### config.mk
export PLATFORM = sky130hd
export DESIGN_NAME = hs_rr_arbiter
export DESIGN_NICKNAME = d
export VERILOG_FILES = /design/src/rtl/hs_rr_arbiter.sv
export SDC_FILE = /design/constraint.sdc
export NUM_CORES = 1
export LEC_CHECK = 0
export ABC_CLOCK_PERIOD_IN_PS = 1520
export CORE_ASPECT_RATIO = 1.25
export CORE_MARGIN = 4
export CORE_UTILIZATION = 30
export CTS_CLUSTER_SIZE = 24
export DETAILED_ROUTE_END_ITERATION = 8
export GPL_TIMING_DRIVEN = 1
export RECOVER_POWER = 100
export SYNTH_ARGS = -nofsm -noshare
export SYNTH_HDL_FRONTEND = slang
export SYNTH_SLANG_ARGS = --single-unit
### constraint.sdc
create_clock -name sys_clk -period 1.52 [get_ports sys_clk]
set_input_delay 0.152 -clock sys_clk [delete_from_list [all_inputs] [get_ports sys_clk]]
set_output_delay 0.152 -clock sys_clk [all_outputs]
set_load 0.1 [all_outputs]
### src/rtl/hs_rr_arbiter.sv
// hs_rr_arbiter: round-robin arbiter muxing NUM_REQ valid/ready
// requesters onto one registered valid/ready output stage.
//
// Ports:
//   sys_clk, rst          clock, synchronous active-high reset
//   s_valid/s_data/s_ready  per-requester upstream channels
//   m_valid/m_data/m_ready  downstream channel (registered)
//   m_src                 requester index of the beat in m_data
//   grant                 registered one-hot grant, zero when idle
//
// Build option: HS_ARB_BURST_LOCK_EN lets a requester keep the
// grant for up to BURST_LEN beats; otherwise it rotates per beat.

module hs_rr_arbiter #(
  parameter int NUM_REQ   = 4,
  parameter int DATA_W    = 3,
  parameter int BURST_LEN = 4
) (
  input  logic                       sys_clk,
  input  logic                       rst,
  input  logic [NUM_REQ-1:0]         s_valid,
  input  logic [NUM_REQ*DATA_W-1:0]  s_data,
  output logic [NUM_REQ-1:0]         s_ready,
  output logic                       m_valid,
  output logic [DATA_W-1:0]          m_data,
  output logic [$clog2(NUM_REQ)-1:0] m_src,
  input  logic                       m_ready,
  output logic [NUM_REQ-1:0]         grant
);

  localparam int IW = $clog2(NUM_REQ);
  localparam int CW = $clog2(BURST_LEN+1);

  typedef enum logic {
    IDLE,
    GRANT
  } state_t;

  state_t               state_q;
  state_t               state_d;
  logic [IW-1:0]        last_q;
  logic [IW-1:0]        last_d;
  logic [NUM_REQ-1:0]   grant_d;
  logic [CW-1:0]        cnt_q;
  logic [CW-1:0]        cnt_d;
  logic                 m_valid_d;
  logic [DATA_W-1:0]    m_data_d;
  logic [IW-1:0]        m_src_d;

  logic                 out_free;
  logic                 beat;
  logic                 withdraw;
  logic                 rel_cond;
  logic                 rel;
  logic                 pick_ok;
  logic [IW-1:0]        pick_idx;
  logic [IW-1:0]        cand;

  logic [DATA_W-1:0]    s_data_a [NUM_REQ];

  for (genvar k = 0; k < NUM_REQ; k++) begin : g_unpack
    assign s_data_a[k] = s_data[k*DATA_W +: DATA_W];
  end

  // While granted, last_q is the granted index, so it serves both
  // as the round-robin pointer and as g.
  assign out_free = ~m_valid | m_ready;
  assign s_ready  = rst ? '0 : (grant & {NUM_REQ{out_free}});

  assign beat     = (state_q == GRANT) & s_valid[last_q] & out_free;
  assign withdraw = (state_q == GRANT) & ~s_valid[last_q];

`ifdef HS_ARB_BURST_LOCK_EN
  assign rel_cond = (cnt_q == CW'(BURST_LEN-1));
`else
  assign rel_cond = 1'b1;
`endif

  assign rel = (beat & rel_cond) | withdraw;

  // Search starts just past last_q, so the current holder
  // ends up with the lowest priority.
  always_comb begin
    pick_ok  = 1'b0;
    pick_idx = '0;
    cand     = '0;
    for (int i = 1; i <= NUM_REQ; i++) begin
      cand = IW'((int'(last_q) + i) % NUM_REQ);
      if (!pick_ok && s_valid[cand]) begin
        pick_ok  = 1'b1;
        pick_idx = cand;
      end
    end
  end

  always_comb begin
    state_d = state_q;
    last_d  = last_q;
    grant_d = grant;
    cnt_d   = cnt_q;
    unique case (state_q)
      IDLE: begin
        if (pick_ok) begin
          state_d = GRANT;
          last_d  = pick_idx;
          grant_d = NUM_REQ'(1) << pick_idx;
          cnt_d   = '0;
        end
      end
      GRANT: begin
        if (rel) begin
          cnt_d = '0;
          if (pick_ok) begin
            last_d  = pick_idx;
            grant_d = NUM_REQ'(1) << pick_idx;
          end else begin
            state_d = IDLE;
            grant_d = '0;
          end
        end else if (beat && cnt_q != CW'(BURST_LEN)) begin
          cnt_d = cnt_q + 1'b1;
        end
      end
      default: begin
        state_d = IDLE;
        grant_d = '0;
        cnt_d   = '0;
      end
    endcase
  end

  always_comb begin
    m_valid_d = m_valid;
    m_data_d  = m_data;
    m_src_d   = m_src;
    if (beat) begin
      m_valid_d = 1'b1;
      m_data_d  = s_data_a[last_q];
      m_src_d   = last_q;
    end else if (m_ready) begin
      m_valid_d = 1'b0;
    end
  end

  always_ff @(posedge sys_clk) begin
    if (rst) begin
      state_q <= IDLE;
      last_q  <= IW'(NUM_REQ-1);
      grant   <= '0;
      cnt_q   <= '0;
      m_valid <= 1'b0;
      m_data  <= '0;
      m_src   <= '0;
    end else begin
      state_q <= state_d;
      last_q  <= last_d;
      grant   <= grant_d;
      cnt_q   <= cnt_d;
      m_valid <= m_valid_d;
      m_data  <= m_data_d;
      m_src   <= m_src_d;
    end
  end

endmodule

==> flow_metrics.py, run 1 <==
metrics = {
    "final_layout": {
        "multi_input_area_um2": 437,
        "area_delta_synth_final_pct": 66.1,
        "layout.nets": 129,
        "layout.filler_cells": 228,
        "layout_commonest_cell": "clkdlybuf4s50_1",
        "final_cells": 140,
        "finalCoreUtilization": 0.521,
        "seq_area_um2": 268,
        "antenna-diode-count": 0,
        "drive_above_1_share": 0.413,
        "finish.instance_area_mm2": 0.00115,
        "mostFrequentLayoutCells": "18 x clkdlybuf4s50_1, 10 x clkbuf_2, 8 x buf_4",
    },
    "clock_network": {
        "post_cts_buffers": 0,
        "worst_skew_pair.late_latency_ns": 0.27,
        "clock_path_buffers": 2,
        "worst_setup_hold_path_clk_slew_ns": 0.07,
        "clockRootBuffer": "clkbuf_4",
        "hold_bufs_inserted_after_cts": 0,
        "cts_buffer_count": 3,
        "tritoncts_num_sinks": 13,
        "htree_levels": 1,
        "tritoncts": "yes",
    },
    "power_and_ir_drop": {
        "p_total_mw": 1.13,
        "power.density_cell_area_mw_per_mm2": 982,
        "leakagePower_nw": 0.499,
        "worst_ir_drop_vdd_v": 0.000587,
    },
    "detailed_routing": {
        "wl_mm": 1.94,
        "vias_per_cell": 4.98,
        "route.antenna.remaining_nets": 0,
        "drc_violation_count_after_routing": 0,
        "routed_length_per_instance_um": 13.9,
        "num_vias": 697,
        "initial_drt_pass_iterations": 4,
        "drt_iter0_drc": 15,
    },
    "status": {
        "outcome": "finished with violations",
        "failed_checks": "negative setup slack",
    },
    "synth": {
        "avgSynthCellArea_um2": 10.2,
        "synth_seq_area_share": 0.375,
        "ys_top_cells_by_area": "dfxtp_1 38%, mux4_2 13%, mux2i_1 7.2%",
        "number_of_warnings_printed_during_yosys_synthesis": 0,
        "syn_inst": 68,
        "synthesis.area_um2": 693,
        "synth.ff_latch_count": 13,
        "synth_area_leader_cell": "dfxtp_1",
        "synth_nets": 87,
        "yosys.area.top_type_share": 0.375,
        "synth.lib_cells_used.distinct": 25,
    },
    "placement": {
        "dp_hpwl_mm": 1.58,
        "placed_area_mm2": 0.00125,
        "buffer_ports.inserted": 32,
        "place_inst": 136,
        "finalWeightedCongestion": 0.739,
        "pre_cts_ws_ns": -0.246,
    },
    "grt": {
        "groute.usage.overall": 0.126,
        "groute.layer.met1.usage": 0.127,
        "grt.met3_usage": 0.0334,
        "grt_pass1_vias": 705,
        "globalRoute.busiestLayer": "met2",
        "antenna_found_initial": 0,
        "largest_net_degree_at_the_start_of_global_routing": 12,
        "globalRoute.totalOverflow": 0,
        "gr-usage-met2": 0.249,
        "grt_pass1_wl_mm": 3.00,
    },
    "timing": {
        "timing_worst_slew_pin_value_ns": 0.556,
        "period_utilisation_layout": 1.02,
        "setup_violations": 4,
        "post-route-worst-setup-slack_ns": -0.0347,
        "timing.setup.tns_ns": -0.0889,
        "fin_skew_ns": 0.00106,
        "report.final.hold_viol_count": 0,
        "grt_setup_unrepaired": "true",
        "final_period_minus_worst_setup_slack_ns": 1.55,
        "timing.fmax_ghz": 0.643,
        "slew_violations": 0,
        "slew_headroom": 0.631,
        "whs_ns": 0.476,
    },
    "setup_path": {
        "cp_cell_sequence": "mux4_2 > a211oi_4 > a32o_1",
        "timing.critical_path.buf_inv": 0,
        "critical_path.top_delay_family": "multiplexers",
        "crit_path_largest_cell_delay_ns": 0.61,
        "arrival_ns": 1.76,
        "crit_path_end_kind": "register",
        "setup.worst_path.start_class": "register",
        "crit_path_max_fanout": 5,
        "crit_type": "register to register",
        "critical_path_required_ns": 1.73,
        "cp_slowest_cell": "mux4_2",
    },
    "die": {
        "initial_utilization": 0.314,
        "die_x_um": 51.0,
        "core_area_mm2": 0.00221,
        "fp.dieH_um": 61.7,
        "fp.dieArea_mm2": 0.00315,
        "io-pin-count": 33,
        "site_row_count": 19,
    },
    "job": {
        "number_of_max_capacitance_violations_reported": 0,
    },
    "worst_hold_path": {
        "hp-class": "register to register",
    },
}
## Yosys cell counts
master / n
a211o_1: 1
a211oi_1: 1
a211oi_2: 1
a21o_1: 1
a21oi_1: 2
a22oi_1: 1
a32o_1: 4
and3_1: 4
and3b_1: 1
buf_2: 1
clkbuf_1: 2
dfxtp_1: 13
inv_1: 3
mux2i_1: 5
mux4_2: 4
nand2_1: 3
nand2b_1: 4
nand3_2: 1
nor2_1: 8
nor3_1: 1
nor4_2: 1
o211ai_1: 3
o21ai_0: 1
o221a_2: 1
o221ai_1: 1
## kinds of logic (layout without fill, tap and decap cells)
logic type | count (synthesis) | count (layout) | synth area share
buffers and inverters | 6 | 47 | 0.0343
AO/OA/AOI/OAI | 17 | 17 | 0.204
AND/OR/NAND/NOR | 23 | 23 | 0.184
flip-flops | 13 | 13 | 0.375
multiplexers | 9 | 9 | 0.202
## cell type report
class | instances | share of cell area
clock buffer | 4 | 0.0228
multi-input combinational | 49 | 0.379
inverter | 3 | 0.00978
sequential | 13 | 0.233
tap | 31 | 0.0337
timing repair buffer | 40 | 0.322
## state kept, by name, summed over array words and instances, names as in the netlist
register,flops
grant,4
m_data,3
state_q,1
last_q,2
m_valid,1
m_src,2
## what timing repair did
action                                  CTS  global route
endpoints found under the setup margin    4            10
hold endpoints to repair                  0             0
gates resized for setup                   4             1
pin swaps                                 0             3
## report_power, final
part	total [mW]	switching (mW)	leakage, nW	internal [mW]
clock	0.205	0.103	0.0150	0.101
sequential	0.401	0.0234	0.109	0.377
combinational	0.526	0.345	0.375	0.180
total	1.13	0.472	0.499	0.659
## routing by layer
layer | vias to the layer above | part of all wire | wire, um
met1 | 333 | 0.39 | 747
met3 | 2 | 0.057 | 111
met5 | - | 0 | 0
li1 | 345 | - | -
met4 | 0 | 0.013 | 25
met2 | 17 | 0.54 | 1060
## path summary, 6_finish.rpt
path / startpoint / endpoint / slack, ns / cells after the start
max: last_q[1] / grant[2] / -0.03 / 3
min: grant[0] / grant[0] / 0.48 / 1
max reg2reg: last_q[1] / grant[2] / -0.03 / 3
min reg2reg: grant[0] / grant[0] / 0.48 / 1
Power figures use the tool's default switching activity.
==> inputs of run 2 (changes only) <==
--- a/config.mk
+++ b/config.mk
@@ -5,13 +5,16 @@
 export SDC_FILE = /design/constraint.sdc
 export NUM_CORES = 1
 export LEC_CHECK = 0
-export ABC_CLOCK_PERIOD_IN_PS = 1520
+export ABC_CLOCK_PERIOD_IN_PS = 1410
+export CELL_PAD_IN_SITES_DETAIL_PLACEMENT = 0
+export CELL_PAD_IN_SITES_GLOBAL_PLACEMENT = 1
 export CORE_ASPECT_RATIO = 1.25
 export CORE_MARGIN = 4
-export CORE_UTILIZATION = 30
+export CORE_UTILIZATION = 26
 export CTS_CLUSTER_SIZE = 24
 export DETAILED_ROUTE_END_ITERATION = 8
 export GPL_TIMING_DRIVEN = 1
+export PLACE_DENSITY_LB_ADDON = 0.1
 export RECOVER_POWER = 100
 export SYNTH_ARGS = -nofsm -noshare
 export SYNTH_HDL_FRONTEND = slang
==> constraint.sdc (replaced) <==
create_clock -name sys_clk -period 1.41 [get_ports sys_clk]
set_input_delay 0.141 -clock sys_clk [delete_from_list [all_inputs] [get_ports sys_clk]]
set_output_delay 0.141 -clock sys_clk [all_outputs]
set_load 0.1 [all_outputs]
==> flow_metrics.py, run 2 (same netlist as run 1, synthesis figures left out) <==
metrics = {
    "timing": {
        "final_period_minus_worst_setup_slack_ns": 1.49,
        "post-route-worst-setup-slack_ns": -0.0817,
        "timing.fmax_ghz": 0.670,
        "fin_skew_ns": 0.00173,
        "slew_violations": 0,
        "timing_worst_slew_pin_value_ns": 0.546,
        "whs_ns": 0.476,
        "period_utilisation_layout": 1.06,
        "slew_headroom": 0.637,
        "grt_setup_unrepaired": "true",
        "report.final.hold_viol_count": 0,
        "setup_violations": 11,
    },
    "clock_network": {
        "post_cts_buffers": 0,
        "htree_levels": 1,
        "tritoncts_num_sinks": 13,
        "worst_skew_pair.late_latency_ns": 0.27,
        "hold_bufs_inserted_after_cts": 0,
        "worst_setup_hold_path_clk_slew_ns": 0.08,
        "cts_buffer_count": 3,
        "tritoncts": "yes",
        "clockRootBuffer": "clkbuf_4",
        "clock_path_buffers": 2,
    },
    "detailed_routing": {
        "routed_length_per_instance_um": 13.0,
        "initial_drt_pass_iterations": 4,
        "num_vias": 689,
        "drc_violation_count_after_routing": 0,
        "wl_mm": 1.88,
        "vias_per_cell": 4.75,
        "route.antenna.remaining_nets": 0,
        "drt_iter0_drc": 22,
    },
    "final_layout": {
        "final_cells": 145,
        "multi_input_area_um2": 432,
        "max_flop_register": "grant",
        "area_delta_synth_final_pct": 69.3,
        "antenna-diode-count": 0,
        "mostFrequentLayoutCells": "18 x clkdlybuf4s50_1, 11 x buf_4, 10 x clkbuf_2",
        "finish.instance_area_mm2": 0.00117,
        "drive_above_1_share": 0.438,
        "layout.filler_cells": 265,
        "layout.nets": 132,
        "largest_reg_flops": 4,
        "top_regs": "grant x4, m_data x3",
        "seq_area_um2": 270,
        "layout_commonest_cell": "clkdlybuf4s50_1",
    },
    "power_and_ir_drop": {
        "p_comb_frac": 0.468,
        "intPower_mw": 0.720,
        "power.share.sequential": 0.351,
        "worst_ir_drop_vdd_v": 0.000675,
        "switchingPower_mw": 0.507,
        "part_of_the_power_in_the_clock_network": 0.181,
        "leakagePower_nw": 0.513,
        "power.density_cell_area_mw_per_mm2": 1050,
        "p_sw_frac": 0.413,
    },
    "grt": {
        "antenna_found_initial": 0,
        "largest_net_degree_at_the_start_of_global_routing": 12,
        "grt_pass1_vias": 693,
        "grt_pass1_wl_mm": 3.09,
        "groute.usage.overall": 0.118,
        "globalRoute.totalOverflow": 0,
    },
    "setup_path": {
        "crit_path_end_kind": "register",
        "cp_slowest_cell": "mux4_2",
        "crit_path_max_fanout": 5,
        "setup.worst_path.start_class": "register",
        "crit_type": "register to register",
        "timing.critical_path.buf_inv": 0,
        "crit_path_largest_cell_delay_ns": 0.58,
        "arrival_ns": 1.65,
        "critical_path_required_ns": 1.57,
        "cp_cell_sequence": "mux4_2 > a22oi_2 > nor2_2 > a32o_1",
        "critical_path.top_delay_family": "multiplexers",
    },
    "placement": {
        "dp_hpwl_mm": 1.59,
        "buffer_ports.inserted": 32,
        "finalWeightedCongestion": 0.677,
        "place_inst": 141,
        "placed_area_mm2": 0.00128,
        "pre_cts_ws_ns": -0.310,
    },
    "worst_hold_path": {
        "hp-class": "register to register",
    },
    "die": {
        "io-pin-count": 33,
        "fp.dieArea_mm2": 0.00356,
        "die_x_um": 54.2,
        "initial_utilization": 0.277,
        "core_area_mm2": 0.00250,
        "site_row_count": 20,
        "fp.dieH_um": 65.7,
    },
    "status": {
        "outcome": "finished with violations",
        "failed_checks": "negative setup slack",
    },
    "job": {
        "number_of_max_capacitance_violations_reported": 0,
    },
}
## run 2: path summary, 6_finish.rpt
kind	depth (start not counted)	slack, ns	endpoint	startpoint
setup reg to reg	4	-0.08	grant[1]	last_q[1]
setup / recovery	4	-0.08	grant[1]	last_q[1]
hold / removal	1	0.48	grant[2]	grant[2]
hold reg to reg	1	0.48	grant[2]	grant[2]
## run 2: power groups by stage
| stage | Combinational (mW) | Sequential [mW] | Clock, mW |
|---|---|---|---|
| 2_1_floorplan | 0.204 | 0.630 | 0 |
| 3_3_place_gp | 0.653 | 0.454 | 0 |
| 3_5_place_dp | 0.655 | 0.456 | 0 |
| 4_1_cts | 0.663 | 0.446 | 0.231 |
| 5_1_grt | 0.604 | 0.436 | 0.252 |
| 6_report | 0.574 | 0.430 | 0.223 |
## run 2: cell type report
cell class	instances	area share
Clock buffer	4	0.0224
Tap cell	33	0.0352
Sequential cell	13	0.230
Timing Repair Buffer	43	0.335
Inverter	3	0.00959
Multi-Input combinational cell	49	0.368
## run 2: timing repair
| item | in CTS | in global routing |
|---|---|---|
| endpoints found under the hold margin | 0 | 0 |
| pin swaps | 6 | 2 |
| resized for setup | 3 | 1 |
| cloned | 0 | 0 |
| endpoints found under the setup margin | 11 | 15 |
## run 2: worst reg2reg max path, delay by kind of cell, from the launching register on
kind             cells  cell delay [ns]
multiplexers         1             0.58
AO/OA/AOI/OAI        2             0.38
flip-flops           1             0.34
AND/OR/NAND/NOR      1             0.09
## run 2: metrics by stage
step | setup TNS, ns | power, mW | util
4_1_cts | -0.844 | 1.34 | 0.528
5_1_grt | -1.33 | 1.29 | 0.469
2_1_floorplan | -0.208 | 0.834 | -
3_5_place_dp | -2.91 | 1.11 | 0.512
6_report | -0.746 | 1.23 | 0.469
3_3_place_gp | -2.80 | 1.11 | 0.512
## run 2: metal layers
metal | vias to the layer above | share of wire | global-route usage
met3 | 2 | 0.027 | 0.0136
met2 | 12 | 0.54 | 0.202
li1 | 354 | - | -
met5 | - | 0 | 0
met4 | 0 | 0.019 | 0.0654
met1 | 321 | 0.42 | 0.137
==> inputs of run 3 (changes only) <==
--- a/config.mk
+++ b/config.mk
@@ -15,7 +15,6 @@
 export DETAILED_ROUTE_END_ITERATION = 8
 export GPL_TIMING_DRIVEN = 1
 export PLACE_DENSITY_LB_ADDON = 0.1
-export RECOVER_POWER = 100
 export SYNTH_ARGS = -nofsm -noshare
 export SYNTH_HDL_FRONTEND = slang
 export SYNTH_SLANG_ARGS = --single-unit
==> flow_metrics.py, run 3 (same netlist as run 1, synthesis figures left out) <==
metrics = {
    "status": {
        "outcome": "finished with violations",
        "failed_checks": "negative setup slack",
    },
    "grt": {
        "groute.usage.overall": 0.118,
        "globalRoute.totalOverflow": 0,
        "grt_pass1_vias": 693,
        "grt_pass1_wl_mm": 3.09,
        "largest_net_degree_at_the_start_of_global_routing": 12,
        "antenna_found_initial": 0,
    },
    "die": {
        "initial_utilization": 0.277,
        "io-pin-count": 33,
        "fp.dieArea_mm2": 0.00356,
        "core_area_mm2": 0.00250,
        "die_x_um": 54.2,
        "site_row_count": 20,
        "fp.dieH_um": 65.7,
    },
    "worst_hold_path": {
        "hold_depth": 2,
        "hp-start": "state_q",
        "hp-class": "register to register",
        "worstHoldEndpoint": "m_valid",
    },
    "power_and_ir_drop": {
        "worst_ir_drop_vdd_v": 0.000690,
        "power.density_cell_area_mw_per_mm2": 1000,
        "leakagePower_nw": 0.552,
    },
    "detailed_routing": {
        "initial_drt_pass_iterations": 4,
        "detail_route.wirelength.met1_um": 768,
        "wl_mm": 1.88,
        "top_layer_used": "met4",
        "num_vias": 696,
        "drc_violation_count_after_routing": 0,
        "route.met2.wl_mm": 1.01,
        "met3WireLength_um": 56,
        "vias_per_cell": 4.80,
        "route.antenna.remaining_nets": 0,
        "drt_iter0_drc": 15,
        "routed_length_per_instance_um": 12.9,
    },
    "setup_path": {
        "timing.critical_path.buf_inv": 0,
        "timing.reg2reg.worst_path_depth": 4,
        "crit_path_largest_cell_delay_ns": 0.58,
        "worst_setup_path_startpoint": "last_q[1]",
        "crit_type": "register to register",
        "r2r-start": "last_q[1]",
        "crit_path_end_kind": "register",
        "r2r-end": "grant[1]",
        "critical_path_required_ns": 1.57,
        "r2r_setup_slack_ns": -0.08,
        "cp_cell_sequence": "mux4_2 > a22oi_2 > nor2_2 > a32o_1",
        "critical_path.top_delay_family": "multiplexers",
        "setup.worst_path.start_class": "register",
        "cp_slowest_cell": "mux4_2",
        "arrival_ns": 1.65,
        "crit_path_max_fanout": 5,
    },
    "timing": {
        "setup_violations": 11,
        "fin_skew_ns": 0.00173,
        "timing_worst_slew_pin_value_ns": 0.364,
        "grt_setup_unrepaired": "true",
        "final_period_minus_worst_setup_slack_ns": 1.49,
        "slew_headroom": 0.757,
        "timing.fmax_ghz": 0.670,
        "period_utilisation_layout": 1.06,
        "whs_ns": 0.499,
        "slew_violations": 0,
        "report.final.hold_viol_count": 0,
        "post-route-worst-setup-slack_ns": -0.0821,
    },
    "placement": {
        "buffer_ports.inserted": 32,
        "dp_hpwl_mm": 1.59,
        "finalWeightedCongestion": 0.677,
        "placed_area_mm2": 0.00128,
    },
    "job": {
        "number_of_max_capacitance_violations_reported": 0,
    },
    "clock_network": {
        "clockRootBuffer": "clkbuf_4",
        "tritoncts": "yes",
        "cts_buffer_count": 3,
        "post_cts_buffers": 0,
        "htree_levels": 1,
        "worst_setup_hold_path_clk_slew_ns": 0.08,
        "worst_skew_pair.late_latency_ns": 0.27,
        "clock_path_buffers": 2,
        "tritoncts_num_sinks": 13,
    },
    "final_layout": {
        "largest_reg_flops": 4,
        "mostFrequentLayoutCells": "18 x clkdlybuf4s50_1, 14 x buf_12, 11 x buf_4",
        "antenna-diode-count": 0,
        "layout.nets": 132,
        "drive_above_1_share": 0.438,
        "finish.instance_area_mm2": 0.00132,
        "top_regs": "grant x4, m_data x3",
        "layout_commonest_cell": "clkdlybuf4s50_1",
        "max_flop_register": "grant",
        "area_delta_synth_final_pct": 91.0,
    },
}
## run 3: changes by cell type in the layout (fill, tap and decap cells not counted), sizes merged
cell	delta
buf	+10
clkbuf	-10
## run 3: per-layer routing
layer | global-route usage | up-vias
met5 | 0 | -
met4 | 0.0654 | 0
met3 | 0.0136 | 2
met2 | 0.202 | 12
met1 | 0.137 | 327
li1 | - | 355
## run 3: through the flow
stage           util  setup TNS (ns)  setup slack (ns)  total power [mW]  std cells
4_1_cts        0.528          -0.844           -0.0893              1.34        145
3_5_place_dp   0.512           -2.91            -0.310              1.11        141
2_1_floorplan      -          -0.208           -0.0521             0.834         68
6_report       0.529          -0.748           -0.0821              1.33        145
5_1_grt        0.529           -1.33            -0.149              1.39        145
3_3_place_gp   0.512           -2.80            -0.289              1.11        141
## run 3: final cells by class
cell class	count	area [um2]
Sequential cell	13	270
Clock buffer	4	26.3
Fill cell	247	1180
Multi-Input combinational cell	49	432
Inverter	3	11.3
Timing Repair Buffer	43	543
Tap cell	33	41.3
## run 3: worst max-delay path by stage
stage                end  slack, ns  cells after the start
2_1_floorplan   grant[0]      -0.05                      4
3_3_place_gp    grant[3]      -0.29                      5
3_5_place_dp    grant[3]      -0.31                      5
4_1_cts         m_src[1]      -0.09                      4
5_1_grt        m_data[2]      -0.15                      4
6_report        grant[1]      -0.08                      4
## run 3: what timing repair did
| action | CTS | global route |
|---|---|---|
| setup endpoints to repair | 11 | 15 |
| pin swaps | 6 | 2 |
| hold buffers | 0 | 0 |
| gates resized for setup | 3 | 1 |
## run 3: tightest hold or removal path, stage by stage (launching register included)
cell	delay (ns)
dfxtp_1	0.34
nand2_1	0.06
a21oi_1	0.05
## run 3: where the power goes
part           switching [mW]  total, mW  internal [mW]
logic                   0.369      0.657          0.288
clock network           0.113      0.223          0.109
registers              0.0390      0.445          0.406
